### config.mk
export PLATFORM = sky130hd
export DESIGN_NAME = control_unit
export DESIGN_NICKNAME = d
export VERILOG_FILES = /design/src/rtl/drf_pkg.sv /design/src/rtl/cu_decoder.sv /design/src/rtl/control_unit.sv
export SDC_FILE = /design/constraint.sdc
export NUM_CORES = 1
export LEC_CHECK = 0
export BUFFER_PORTS_ARGS = -buffer_cell sky130_fd_sc_hd__buf_2
export CORE_MARGIN = 2
export CORE_UTILIZATION = 46
export CTS_BUF_LIST = sky130_fd_sc_hd__clkbuf_8
export CTS_CLUSTER_SIZE = 12
export DETAILED_ROUTE_END_ITERATION = 8
export HOLD_SLACK_MARGIN = 0.02
export PLACE_DENSITY = 0.82
export SYNTH_ARGS = -nofsm -noshare
export SYNTH_HDL_FRONTEND = slang
export SYNTH_SLANG_ARGS = --single-unit
### constraint.sdc
create_clock -name clk -period 3.7 [get_ports clk]
set_input_delay 0.74 -clock clk [delete_from_list [all_inputs] [get_ports clk]]
set_output_delay 0.74 -clock clk [all_outputs]
set_load 0.03 [all_outputs]
### src/rtl/drf_pkg.sv
// Shared definitions for the DRF datapath sequencer: opcodes, ALU operation
// codes, flag bit positions, sequencer states and the decoded-instruction
// record passed from cu_decoder to control_unit.
package drf_pkg;

  // 5-bit opcodes (IR[15:11])
  localparam logic [4:0] OpNop  = 5'h00;
  localparam logic [4:0] OpAdd  = 5'h01;
  localparam logic [4:0] OpSub  = 5'h02;
  localparam logic [4:0] OpAnd  = 5'h03;
  localparam logic [4:0] OpOr   = 5'h04;
  localparam logic [4:0] OpXor  = 5'h05;
  localparam logic [4:0] OpCmp  = 5'h06;
  localparam logic [4:0] OpMov  = 5'h07;
  localparam logic [4:0] OpLdi  = 5'h08;
  localparam logic [4:0] OpLd   = 5'h09;
  localparam logic [4:0] OpSt   = 5'h0A;
  localparam logic [4:0] OpSetb = 5'h0B;
  localparam logic [4:0] OpJmp  = 5'h10;
  localparam logic [4:0] OpJz   = 5'h11;
  localparam logic [4:0] OpJnz  = 5'h12;
  localparam logic [4:0] OpJc   = 5'h13;
  localparam logic [4:0] OpJn   = 5'h14;
  localparam logic [4:0] OpHalt = 5'h1F;

  // ALU operation codes
  localparam logic [2:0] AluAdd   = 3'd0;
  localparam logic [2:0] AluSub   = 3'd1;
  localparam logic [2:0] AluAnd   = 3'd2;
  localparam logic [2:0] AluOr    = 3'd3;
  localparam logic [2:0] AluXor   = 3'd4;
  localparam logic [2:0] AluPassB = 3'd5;
  localparam logic [2:0] AluPassA = 3'd6;

  // Flag bit positions
  localparam int unsigned FlagZ = 0;
  localparam int unsigned FlagN = 1;
  localparam int unsigned FlagC = 2;
  localparam int unsigned FlagV = 3;

  typedef enum logic [2:0] {
    StFetch,
    StLoadIr,
    StDecode,
    StExec,
    StMem,
    StHalt
  } cu_state_e;

  typedef enum logic [2:0] {
    CondNone,
    CondAlways,
    CondZ,
    CondNz,
    CondC,
    CondN
  } jump_cond_e;

  typedef struct packed {
    logic       alu;      // two-operand ALU op with write-back
    logic       cmp;
    logic       mov;
    logic       ldi;
    logic       mem_ld;
    logic       mem_st;
    logic       setb;
    jump_cond_e cond;     // CondNone for non-jumps
    logic       halt;
    logic       illegal;
    logic [2:0] alu_op;
  } cu_dec_t;

  function automatic logic cond_met(jump_cond_e cond, logic [3:0] flags);
    logic met;
    met = 1'b0;
    case (cond)
      CondAlways: met = 1'b1;
      CondZ:      met = flags[FlagZ];
      CondNz:     met = ~flags[FlagZ];
      CondC:      met = flags[FlagC];
      CondN:      met = flags[FlagN];
      default:    met = 1'b0;
    endcase
    return met;
  endfunction

endpackage

### src/rtl/cu_decoder.sv
// Combinational opcode decoder for the DRF sequencer.
// Ports:
//   opcode_i  5-bit opcode field from IR[15:11]
//   dec_o     decoded instruction class, jump condition and ALU operation
module cu_decoder
  import drf_pkg::*;
(
  input  logic [4:0] opcode_i,
  output cu_dec_t    dec_o
);

  always_comb begin
    dec_o      = '0;
    dec_o.cond = CondNone;
    unique case (opcode_i)
      OpNop:  ;
      OpAdd, OpSub, OpAnd, OpOr, OpXor: begin
        dec_o.alu    = 1'b1;
        // ADD..XOR are laid out so that opcode-1 is the ALU code
        dec_o.alu_op = opcode_i[2:0] - 3'd1;
      end
      OpCmp: begin
        dec_o.cmp    = 1'b1;
        dec_o.alu_op = AluSub;
      end
      OpMov: begin
        dec_o.mov    = 1'b1;
        dec_o.alu_op = AluPassB;
      end
      OpLdi:  dec_o.ldi = 1'b1;
      OpLd: begin
        dec_o.mem_ld = 1'b1;
        dec_o.alu_op = AluPassB;
      end
      OpSt: begin
        dec_o.mem_st = 1'b1;
        dec_o.alu_op = AluPassB;
      end
      OpSetb: dec_o.setb = 1'b1;
      OpJmp:  dec_o.cond = CondAlways;
      OpJz:   dec_o.cond = CondZ;
      OpJnz:  dec_o.cond = CondNz;
      OpJc:   dec_o.cond = CondC;
      OpJn:   dec_o.cond = CondN;
      OpHalt: dec_o.halt = 1'b1;
      default: dec_o.illegal = 1'b1;
    endcase
  end

endmodule

### src/rtl/control_unit.sv
// Multi-cycle sequencer for the 8-bit DRF datapath. Steps through
// fetch / load-IR / decode / execute (/ memory) and drives every strobe of
// PC, IR, ALU, register bank, bank selector and data memory. Stops in HALT
// until reset.
// Ports:
//   clk, rst                 clock; synchronous active-high reset
//   in_IR                    current IR word
//   in_ALU_flags             combinational ALU flags {V,C,N,Z}
//   out_PC_*                 program counter load / increment / address drive
//   out_IR_*                 IR capture / immediate drive
//   out_ALU_*                ALU operation and bus drive
//   out_REG_*                register selects and write enable
//   out_MBS_wr_enable        bank selector latch
//   out_MAR_load             data-memory address latch
//   out_data_memory_*        data memory bus drive / write
//   out_halted, out_illegal  status
module control_unit
  import drf_pkg::*;
(
  input  logic        clk,
  input  logic        rst,
  input  logic [15:0] in_IR,
  input  logic [3:0]  in_ALU_flags,
  output logic        out_PC_load,
  output logic        out_PC_inc,
  output logic        out_PC_enOut,
  output logic        out_IR_load,
  output logic        out_IR_enOut,
  output logic [2:0]  out_ALU_op,
  output logic        out_ALU_enable_out,
  output logic [2:0]  out_REG_rx_selector,
  output logic [2:0]  out_REG_ry_selector,
  output logic        out_REG_write_en,
  output logic        out_MBS_wr_enable,
  output logic        out_MAR_load,
  output logic        out_data_memory_enOut,
  output logic        out_data_memory_wr_enable,
  output logic        out_halted,
  output logic        out_illegal
);

  cu_state_e state_q, state_d;
  logic [3:0] flags_q;
  cu_dec_t    dec;

  // Low IR bits are consumed by the datapath directly (imm, address, bank).
  logic unused_ir;
  assign unused_ir = ^in_IR[4:0];

  cu_decoder u_decoder (
    .opcode_i (in_IR[15:11]),
    .dec_o    (dec)
  );

  always_ff @(posedge clk) begin
    if (rst) begin
      state_q <= StFetch;
      flags_q <= 4'b0;
    end else begin
      state_q <= state_d;
      if (state_q == StExec && (dec.alu || dec.cmp)) begin
        flags_q <= in_ALU_flags;
      end
    end
  end

  always_comb begin
    state_d = state_q;
    unique case (state_q)
      StFetch:  state_d = StLoadIr;
      StLoadIr: state_d = StDecode;
      StDecode: state_d = StExec;
      StExec: begin
        if (dec.mem_ld || dec.mem_st) state_d = StMem;
        else if (dec.halt)            state_d = StHalt;
        else                          state_d = StFetch;
      end
      StMem:    state_d = StFetch;
      StHalt:   state_d = StHalt;
      default:  state_d = StFetch;
    endcase
  end

  always_comb begin
    out_PC_load               = 1'b0;
    out_PC_inc                = 1'b0;
    out_PC_enOut              = 1'b0;
    out_IR_load               = 1'b0;
    out_IR_enOut              = 1'b0;
    out_ALU_op                = 3'd0;
    out_ALU_enable_out        = 1'b0;
    out_REG_rx_selector       = 3'd0;
    out_REG_ry_selector       = 3'd0;
    out_REG_write_en          = 1'b0;
    out_MBS_wr_enable         = 1'b0;
    out_MAR_load              = 1'b0;
    out_data_memory_enOut     = 1'b0;
    out_data_memory_wr_enable = 1'b0;
    out_halted                = 1'b0;
    out_illegal               = 1'b0;
    // Reset masks every strobe, including writes in EXEC/MEM.
    if (!rst) begin
      unique case (state_q)
        StFetch:  out_PC_enOut = 1'b1;
        StLoadIr: begin
          out_IR_load = 1'b1;
          out_PC_inc  = 1'b1;
        end
        StDecode: ;
        StExec: begin
          out_REG_rx_selector = in_IR[10:8];
          out_REG_ry_selector = in_IR[7:5];
          out_ALU_op          = dec.alu_op;
          out_ALU_enable_out  = dec.alu || dec.mov || dec.mem_ld || dec.mem_st;
          out_REG_write_en    = dec.alu || dec.mov || dec.ldi;
          out_IR_enOut        = dec.ldi;
          out_MAR_load        = dec.mem_ld || dec.mem_st;
          out_MBS_wr_enable   = dec.setb;
          out_PC_load         = cond_met(dec.cond, flags_q);
          out_illegal         = dec.illegal;
        end
        StMem: begin
          out_REG_rx_selector = in_IR[10:8];
          out_REG_ry_selector = in_IR[7:5];
          if (dec.mem_ld) begin
            out_data_memory_enOut = 1'b1;
            out_REG_write_en      = 1'b1;
          end else if (dec.mem_st) begin
            out_ALU_op                = AluPassA;
            out_ALU_enable_out        = 1'b1;
            out_data_memory_wr_enable = 1'b1;
          end
        end
        StHalt:   out_halted = 1'b1;
        default:  ;
      endcase
    end
  end

endmodule
=== Word level (Yosys, flattened, before mapping) ===
Cells that the tools add are included.

* Register bits after elaboration: 6
* Latch bits: 0
* Bits in writable memories: 0
* Bits in read-only memories: 0
* Logic and storage cells: 94
* Memories kept: 0

* Add/subtract/negate cells: 1
* Multipliers: 0
* Divide/modulo/power cells: 0
* $lt $le $gt $ge: 0
* Equality and inequality tests: 27
* Shift-type cells: 0
* Mux-type cells: 50
* Bitwise gates (word level): 1
* Reductions and logical operators: 13

{| class="wikitable"
|+ Operator list
! cell !! number
|-
| two-way mux 1 bit || 34
|-
| equality test 5 bit (second input constant) || 6
|-
| one-hot mux 3 bit (5 select lines) || 2
|-
| two-way mux 3 bit || 9
|-
| equality test 5 x 3 -> 1 bit (second input constant) || 4
|-
| equality test 5 x 4 -> 1 bit (second input constant) || 4
|-
| OR reduction 18 bit || 1
|-
| equality test 3 x 2 -> 1 bit (second input constant) || 4
|-
| equality test 3 bit (second input constant) || 4
|-
| equality test 5 x 2 -> 1 bit (second input constant) || 2
|-
| one-hot mux 3 bit (3 select lines) || 1
|-
| equality test 3 x 1 -> 1 bit (second input constant) || 2
|-
| logical OR 1 bit || 6
|-
| one-hot mux 3 bit (2 select lines) || 1
|-
| equality test 5 x 1 -> 1 bit (second input constant) || 1
|-
| logical NOT 5 bit || 1
|-
| one-hot mux 1 bit (5 select lines) || 1
|-
| OR reduction 5 bit || 1
|-
| one-hot mux 1 bit (2 select lines) || 2
|-
| logical NOT 3 bit || 1
|-
| OR reduction 3 bit || 1
|-
| subtractor 3 x 1 -> 3 bit (second input constant) || 1
|-
| OR reduction 2 bit || 1
|-
| logical AND 1 bit || 1
|-
| inverter 1 bit || 1
|}

=== Logic depth before layout (Yosys ltp) ===
Gate-level depths: netlist of run 1.

* Word-level depth: 8
* Gate-level depth with buffers: 7
* Depth with buffers taken out: 6

=== Hierarchy ===
Synthesis of run 1 repeated with hierarchy kept, for this count alone.

* Cells, all modules: 123
* Area total of the unflattened synthesis: 879.6 µm²

{| class="wikitable"
|+ By module, submodules not included
! module !! times used !! cells each !! area an instance (µm²)
|-
| control_unit || 1 || 71 || 533.0
|-
| cu_decoder || 1 || 52 || 346.6
|}

=== Worst setup path after synthesis of run 1 ===
Ideal clock, no wire load.

* Path kind: in2out
* Start: in in_IR[11]
* End: out out_PC_load
* Arrival: 2.528 ns
* Setup slack: 0.432 ns
* Stages on the path: 7
* Path buffers: 1
* Cells stage by stage: inv_1 ha_1 clkbuf_2 nor2_2 nor3_1 a211o_1 a221oi_1

* Cells in the longest elaborated chain, start to end: 6
* Elaborated cells on any way between the ends: 14
* Those cells by class: eq/ne: 10; mux: 4

{| class="wikitable"
|+ RTL lines
! what !! line !! RTL
|-
| start, declared || control_unit.sv:22 || <nowiki>input logic [15:0] in_IR,</nowiki>
|-
| equality test 5 bit || cu_decoder.sv:15 || <nowiki>unique case (opcode_i)</nowiki>
|-
| one-hot mux 3 bit (5 select lines) (*) || cu_decoder.sv:15 ||
|-
| equality test 3 bit (tied with other cells) || drf_pkg.sv:76 || <nowiki>case (cond)</nowiki>
|-
| one-hot mux 1 bit (5 select lines) (*) || drf_pkg.sv:76 ||
|-
| two-way mux 1 bit (*) || control_unit.sv:103 || <nowiki>unique case (state_q)</nowiki>
|-
| two-way mux 1 bit (*) || control_unit.sv:102 || <nowiki>if (!rst) begin</nowiki>
|-
| end, declared || control_unit.sv:24 || <nowiki>output logic out_PC_load,</nowiki>
|}

Mark *: on every way between the ends. The rest lies on a longest branch, timed or not.

=== Final worst setup path of run 1 ===
Same ends and word-level chain as after synthesis.

==> results.md, run 1 <==
* Hold Slack at 498.0 ps
* Async set-reset flop share out of synthesis at 0
* Worst-skew pair later-pin latency at 220 ps
* Die area at 2225 sq um
* I/O pins at 44
* Met3 GRT Util at 0.01154
* Pre-antenna DRT Iters at 4
* Met2 usage at 0.3178
* Leak Pwr at 0.4758 nW
* Predominant post-synthesis flop cell: dfxtp_1
* Setup CP Type: in2out
* CTS tree: done
* Wirelength, routed at 2018 microns
* First-pass GRT wire length at 3105 microns
* Root Buffer: clkbuf_8
* Skew final at 2.139 ps
* Synth top area cells: dfxtp_1, nor2_1, ha_1
* Die width at 47.17 microns
* PostCTS Resize Cnt at 0
* Synth area leader: dfxtp_1
* Number of global-route vias before repair at 725
* Placed inst area at 1006 sq um
* Via count at 961
* Share of layout cells above drive strength 1 at 0.3082
* Final Cell Area at 1047 sq um
* Top Family by Delay on Critical Path: compound AO/OA/AOI/OAI gates
* Slew HR at 0.7411
* Adder-cell share of the synthesized area at 0.05839
* Bufs and invs on worst path at 3
* Grt peak-use layer: met2
* Synth Cell Area at 857.1 sq um
* Die Y at 47.17 microns
* PnR Total Power at 0.0002440 W
* Core footprint at 1745 sq um
* Max VDD drop at 0.1610 mV
* Min Clock Period, post-route at 3137 ps
* Critical path cell sequence: buf_2 > inv_1 > ha_1 > nor2_2 > nor3_1 > a211o_1 > a221oi_1 > buf_2
* Crit-path max cell delay at 340 ps
* Post-synth EDFFs at 0
* Synth Area in Compound Gates at 0.2292
* Pwr Density at 233.0 nW/um^2
* Largest family of logic cells by synthesized area: simple AND/OR/NAND/NOR gates
* Vias per inst at 5.620
* Startpoint Class: primary input
* IO buf count at 37
* Syn avg cell area at 7.202 sq um
* Synth Instances at 119
* Pin count of the biggest net entering global routing at 19
* Hold WC Path Type: reg2reg
* Crit path max fanout at 9
* Worst Tran Pin Value at 377.5 ps
* RSZ-0062 raised after global routing: no
* Yosys top cell area share at 0.1401
* Simple-Gate Fraction of Synth Area at 0.4102
* Initial Util at 0.4910
* Antenna diodes at 0
* CP max-delay cell: nor2_2
* 1st-iter DRT viols at 26
* Setup_tns at 0 ps
* Worst path most repeated cell: buf_2
* Crit share post-route at 0.8478
* Max-cap check violation count at 0
* Worst Hold Depth at 2
* Crit path required time at 2960 ps
* Area taken by multi-input logic gates at 658.1 sq um
* Fillers at 169
* Worst Setup End Kind: primary output
* Final Net Count at 174
* DR WL/cell at 11.80 microns
* Top-count cell post-synth: nor2_1
* Most frequent cells after synthesis: nor2_1, nor2b_1, clkbuf_1, nand2b_1, nor3_1
* Ys Warns at 0
* Row cnt at 15
* Outcome: complete, no violations
* Post-DP HPWL at 1562 microns
* Yosys cell types at 44
* Final Hold Viols at 0
* Clock Tree Buf Depth at 2
* Setup-failing EPs final at 0
* Final Slew Violations at 0
* FF-to-FF path depth at 4
* Mux cell area share after synthesis at 0.05985
* Global route overflow at 0
* DRC Markers at 0
* Crit path depth at 8
* Total clock sinks at 6
* Post-DRT Antenna Nets at 0
* H-tree depth at 1
* CTS clk-pin slew, worst paths at 30 ps
* Seq cells post-synth at 6
* Maximum clock rate at 318.8 MHz
* Postcts setup bufs at 0
* Initial antenna violation count at 0
* XOR/XNOR Fraction of Synth Area at 0.01022
* Gr usage total at 0.1905
* Mapped Nets at 145
* Post-CTS Hold Fix Bufs at 0
* CTS Buf Count at 3
* Routability cong. at 0.8992
* Met1 usage at 0.2585
* FF/Latch Area at 120.1 sq um
* Worst EP arrival at 2400 ps
* Area delta synth->final at 22.19%
* Sequential-to-total area share from yosys stat at 0.1401
registers in the layout, indices dropped and copies added, names as in the netlist:
| register | flops |
|---|---|
| flags_q | 3 |
| state_q | 3 |
where the power goes:
part           internal (W)   total, W  switching, W
sequential        0.0000676  0.0000735    0.00000592
combinational     0.0000288  0.0000747     0.0000459
clock             0.0000697  0.0000958     0.0000261
tightest hold or removal path, cell delays in order, from the launching register on:
cell and delay, ps:
dfxtp_1 310, mux2i_1 70, nor2_1 80
kinds of logic after synthesis:
logic type,count (synthesis)
xor gates and xnor gates,1
DFF,6
and+or+nand+nor,61
AOI/OAI and AO/OA,26
muxes,5
adders and majority gates,4
buffers and inverters,16
cells in the final DEF, fill, tap and decap left out, drive strengths merged, types with 3 or more instances in the layout:
| cell type | n |
|---|---|
| a21oi | 4 |
| o21ai | 6 |
| nor3 | 7 |
| nand2 | 6 |
| ha | 4 |
| buf | 37 |
| nor2b | 8 |
| mux2i | 4 |
| nand2b | 7 |
| inv | 3 |
| dfxtp | 6 |
| nor2 | 17 |
| clkbuf | 3 |
| nand3 | 3 |
per-stage QoR:
step                setup slack (ps)  instances    util
global placement               555.3        168  0.5763
finish                         563.0        171  0.6000
global route                   466.6        171  0.6000
CTS                            558.1        171  0.6000
floorplan                      431.6        119       -
detailed placement             558.8        168  0.5763
cell type report:
class | instances | area share
repair buffers | 37 | 0.1768
flip-flops and latches | 6 | 0.1147
multi-input cells | 97 | 0.6284
well taps | 25 | 0.02987
clock buffers | 3 | 0.03943
inverters | 3 | 0.01075
routing by layer:
metal | part of all wire | routed length, microns
met5 | 0 | 0
met4 | 0 | 0
met3 | 0.036 | 73
met2 | 0.49 | 992
met1 | 0.47 | 952
worst paths after layout:
| check | start | end | slack, ps |
|---|---|---|---|
| worst min register to register | flags_q[2]$_SDFFE_PP0P_ | flags_q[2]$_SDFFE_PP0P_ | 500 |
| worst max register to register | state_q[1]$_SDFF_PP0_ | flags_q[2]$_SDFFE_PP0P_ | 2270 |
| worst min-delay path | flags_q[2]$_SDFFE_PP0P_ | flags_q[2]$_SDFFE_PP0P_ | 500 |
| worst max-delay path | in_IR[11] | out_PC_load | 560 |
Power figures use the tool's default switching activity.
==> run 2: changes to the inputs <==
--- a/config.mk
+++ b/config.mk
@@ -5,6 +5,7 @@
 export SDC_FILE = /design/constraint.sdc
 export NUM_CORES = 1
 export LEC_CHECK = 0
+export ABC_AREA = 1
 export BUFFER_PORTS_ARGS = -buffer_cell sky130_fd_sc_hd__buf_2
 export CORE_MARGIN = 2
 export CORE_UTILIZATION = 46
@@ -12,7 +13,7 @@
 export CTS_CLUSTER_SIZE = 12
 export DETAILED_ROUTE_END_ITERATION = 8
 export HOLD_SLACK_MARGIN = 0.02
-export PLACE_DENSITY = 0.82
+export PLACE_DENSITY = 0.81
 export SYNTH_ARGS = -nofsm -noshare
 export SYNTH_HDL_FRONTEND = slang
 export SYNTH_SLANG_ARGS = --single-unit
==> constraint.sdc (replaced) <==
create_clock -name clk -period 3.11 [get_ports clk]
set_input_delay 0.622 -clock clk [delete_from_list [all_inputs] [get_ports clk]]
set_output_delay 0.622 -clock clk [all_outputs]
set_load 0.03 [all_outputs]
==> results.md, run 2 <==
* Outcome: complete, no violations
* IO buf count at 37
* Global route overflow at 0
* Initial Util at 0.5021
* Setup_tns at 0 ps
* Area delta synth->final at 25.71%
* Wirelength, routed at 2143 microns
* Ys Warns at 0
* Number of global-route vias before repair at 878
* Seq cells post-synth at 6
* Final Slew Violations at 0
* DP Worst Slack at 414.1 ps
* Synth Instances at 149
* DRC Markers at 0
* Synth Cell Area at 885.9 sq um
* Final setup margin at 407.5 ps
* Final Net Count at 214
* Worst-skew pair later-pin latency at 220 ps
* Gr usage total at 0.2070
* Top Registers: flags_q: 3 flops, state_q: 3 flops
* Routability cong. at 0.8536
* Row cnt at 15
* Maximum clock rate at 370.0 MHz
* Max-cap check violation count at 0
* Crit share post-route at 0.8690
* Total clock sinks at 6
* Die area at 2293 sq um
* I/O pins at 44
* Syn avg cell area at 5.945 sq um
* HP Start: flags_q[1]$_SDFFE_PP0P_
* First-pass GRT wire length at 3491 microns
* Share of layout cells above drive strength 1 at 0.3226
* H-tree depth at 1
* Min Clock Period, post-route at 2702 ps
* CTS Buf Count at 3
* Most frequent cells in the layout: buf_2, nor2_1, inv_1
* Via count at 1,008
* Leak Pwr at 0.6957 nW
* Predominant post-synthesis flop cell: dfxtp_1
* Slew HR at 0.7427
* Worst R2R Start: state_q[1]$_SDFF_PP0_
* Setup CP Type: in2out
* Top-count cell post-synth: nor2_1
* CTS clk-pin slew, worst paths at 40 ps
* RSZ-0062 raised after global routing: no
* Startpoint Class: primary input
* Post-CTS Hold Fix Bufs at 0
* Crit path required time at 2490 ps
* Yosys top cell area share at 0.1356
* Die Y at 47.89 microns
* Core footprint at 1764 sq um
* Worst Tran Pin Value at 384.5 ps
* Pwr Density at 261.2 nW/um^2
* Hold WC Path Type: reg2reg
* Root Buffer: clkbuf_8
* Pin count of the biggest net entering global routing at 12
* Post-DP HPWL at 1778 microns
* First element of the critical path: in_IR[11]
* CTS tree: done
* Worst EP arrival at 2080 ps
* DR WL/cell at 10.16 microns
* Clock Tree Buf Depth at 2
* PnR Total Power at 0.0002908 W
* Skew final at 0.8552 ps
* Post-DRT Antenna Nets at 0
* Crit path max fanout at 7
* Setup-failing EPs final at 0
* Sequential-to-total area share from yosys stat at 0.1356
* Mapped Nets at 175
* Synth top area cells: dfxtp_1, nor2_1, inv_1
* Yosys cell types at 27
* Synth area leader: dfxtp_1
* PostCTS Resize Cnt at 0
* Worst Setup End Kind: primary output
* Async set-reset flop share out of synthesis at 0
* Pre-antenna DRT Iters at 5
* Antenna diodes at 0
* Max VDD drop at 0.2028 mV
* Postcts setup bufs at 0
* Die width at 47.89 microns
* Vias per inst at 4.777
* 1st-iter DRT viols at 14
* Final Hold Viols at 0
* Post-synth EDFFs at 0
* Initial antenna violation count at 0
* Commonest non-fill, non-tap cell in the layout: buf_2
* Most frequent cells after synthesis: nor2_1, inv_1, nand2_1
## run 2: changes by cell type after synthesis, moves of 4 or more
| cell | previous run | this run |
|---|---|---|
| nand2b_1 | 7 | 0 |
| inv_1 | 3 | 28 |
| clkbuf_1 | 7 | 0 |
| mux2i_1 | 4 | 0 |
| nand3_2 | 0 | 7 |
| nor2_1 | 16 | 29 |
| nand3_1 | 3 | 13 |
| nand2_1 | 6 | 26 |
| nor2b_1 | 8 | 0 |
## run 2: layer usage
layer,global-route usage,part of all wire,up-vias
met5,0,0,-
met4,0.03784,0,0
met3,0.02642,0.058,0
met2,0.3760,0.48,36
met1,0.2606,0.46,435
li1,-,-,537
## run 2: worst max-delay path, stage by stage
cell and delay (ps):
buf_2 110, inv_1 70, ha_1 250, inv_1 90, nand2_1 80, nand2_4 100, nand3_2 80, nand2_2 100
nand2_1 110, nor2_2 120, and3_1 160, buf_2 200
## run 2: cells by family after synthesis
| family | count (synthesis) | synth area share |
|---|---|---|
| AND/OR/NAND/NOR | 92 | 0.5579 |
| AO/OA/AOI/OAI | 12 | 0.07345 |
| adder cells (fa/ha/maj) | 4 | 0.05650 |
| buffers and inverters | 34 | 0.1667 |
| XOR/XNOR | 1 | 0.009889 |
| flip-flops | 6 | 0.1356 |
## run 2: path summary, 6_finish.rpt
check | end | slack, ps | depth (start not counted)
setup / recovery | out_illegal | 410 | 12
hold / removal | flags_q[1]$_SDFFE_PP0P_ | 500 | 2
setup reg to reg | flags_q[2]$_SDFFE_PP0P_ | 2060 | 5
hold reg to reg | flags_q[1]$_SDFFE_PP0P_ | 500 | 2
## run 2: per-stage QoR
step,hold WS (ps),instance area (sq um),instances,utilization
4_1_cts,502.9,1114,211,0.6312
6_report,496.7,1114,211,0.6312
2_1_floorplan,441.5,885.9,149,-
3_5_place_dp,495.5,1072,208,0.6078
5_1_grt,512.6,1114,211,0.6312
3_3_place_gp,463.3,1072,208,0.6078
## run 2: cell type report
cell class | instances | area [sq um]
multi-input combinational | 109 | 618.1
tap | 25 | 31.28
timing repair buffer | 37 | 185.2
inverter | 31 | 117.6
fill | 179 | 650.6
sequential | 6 | 120.1
clock buffer | 3 | 41.29
## run 2: report_power, final
part | internal [W] | total, W | leakage, nW | switching, W
registers | 0.0000804 | 0.0000831 | 0.0490 | 0.00000276
logic | 0.0000300 | 0.0000921 | 0.625 | 0.0000621
clock network | 0.0000831 | 0.000116 | 0.0216 | 0.0000325
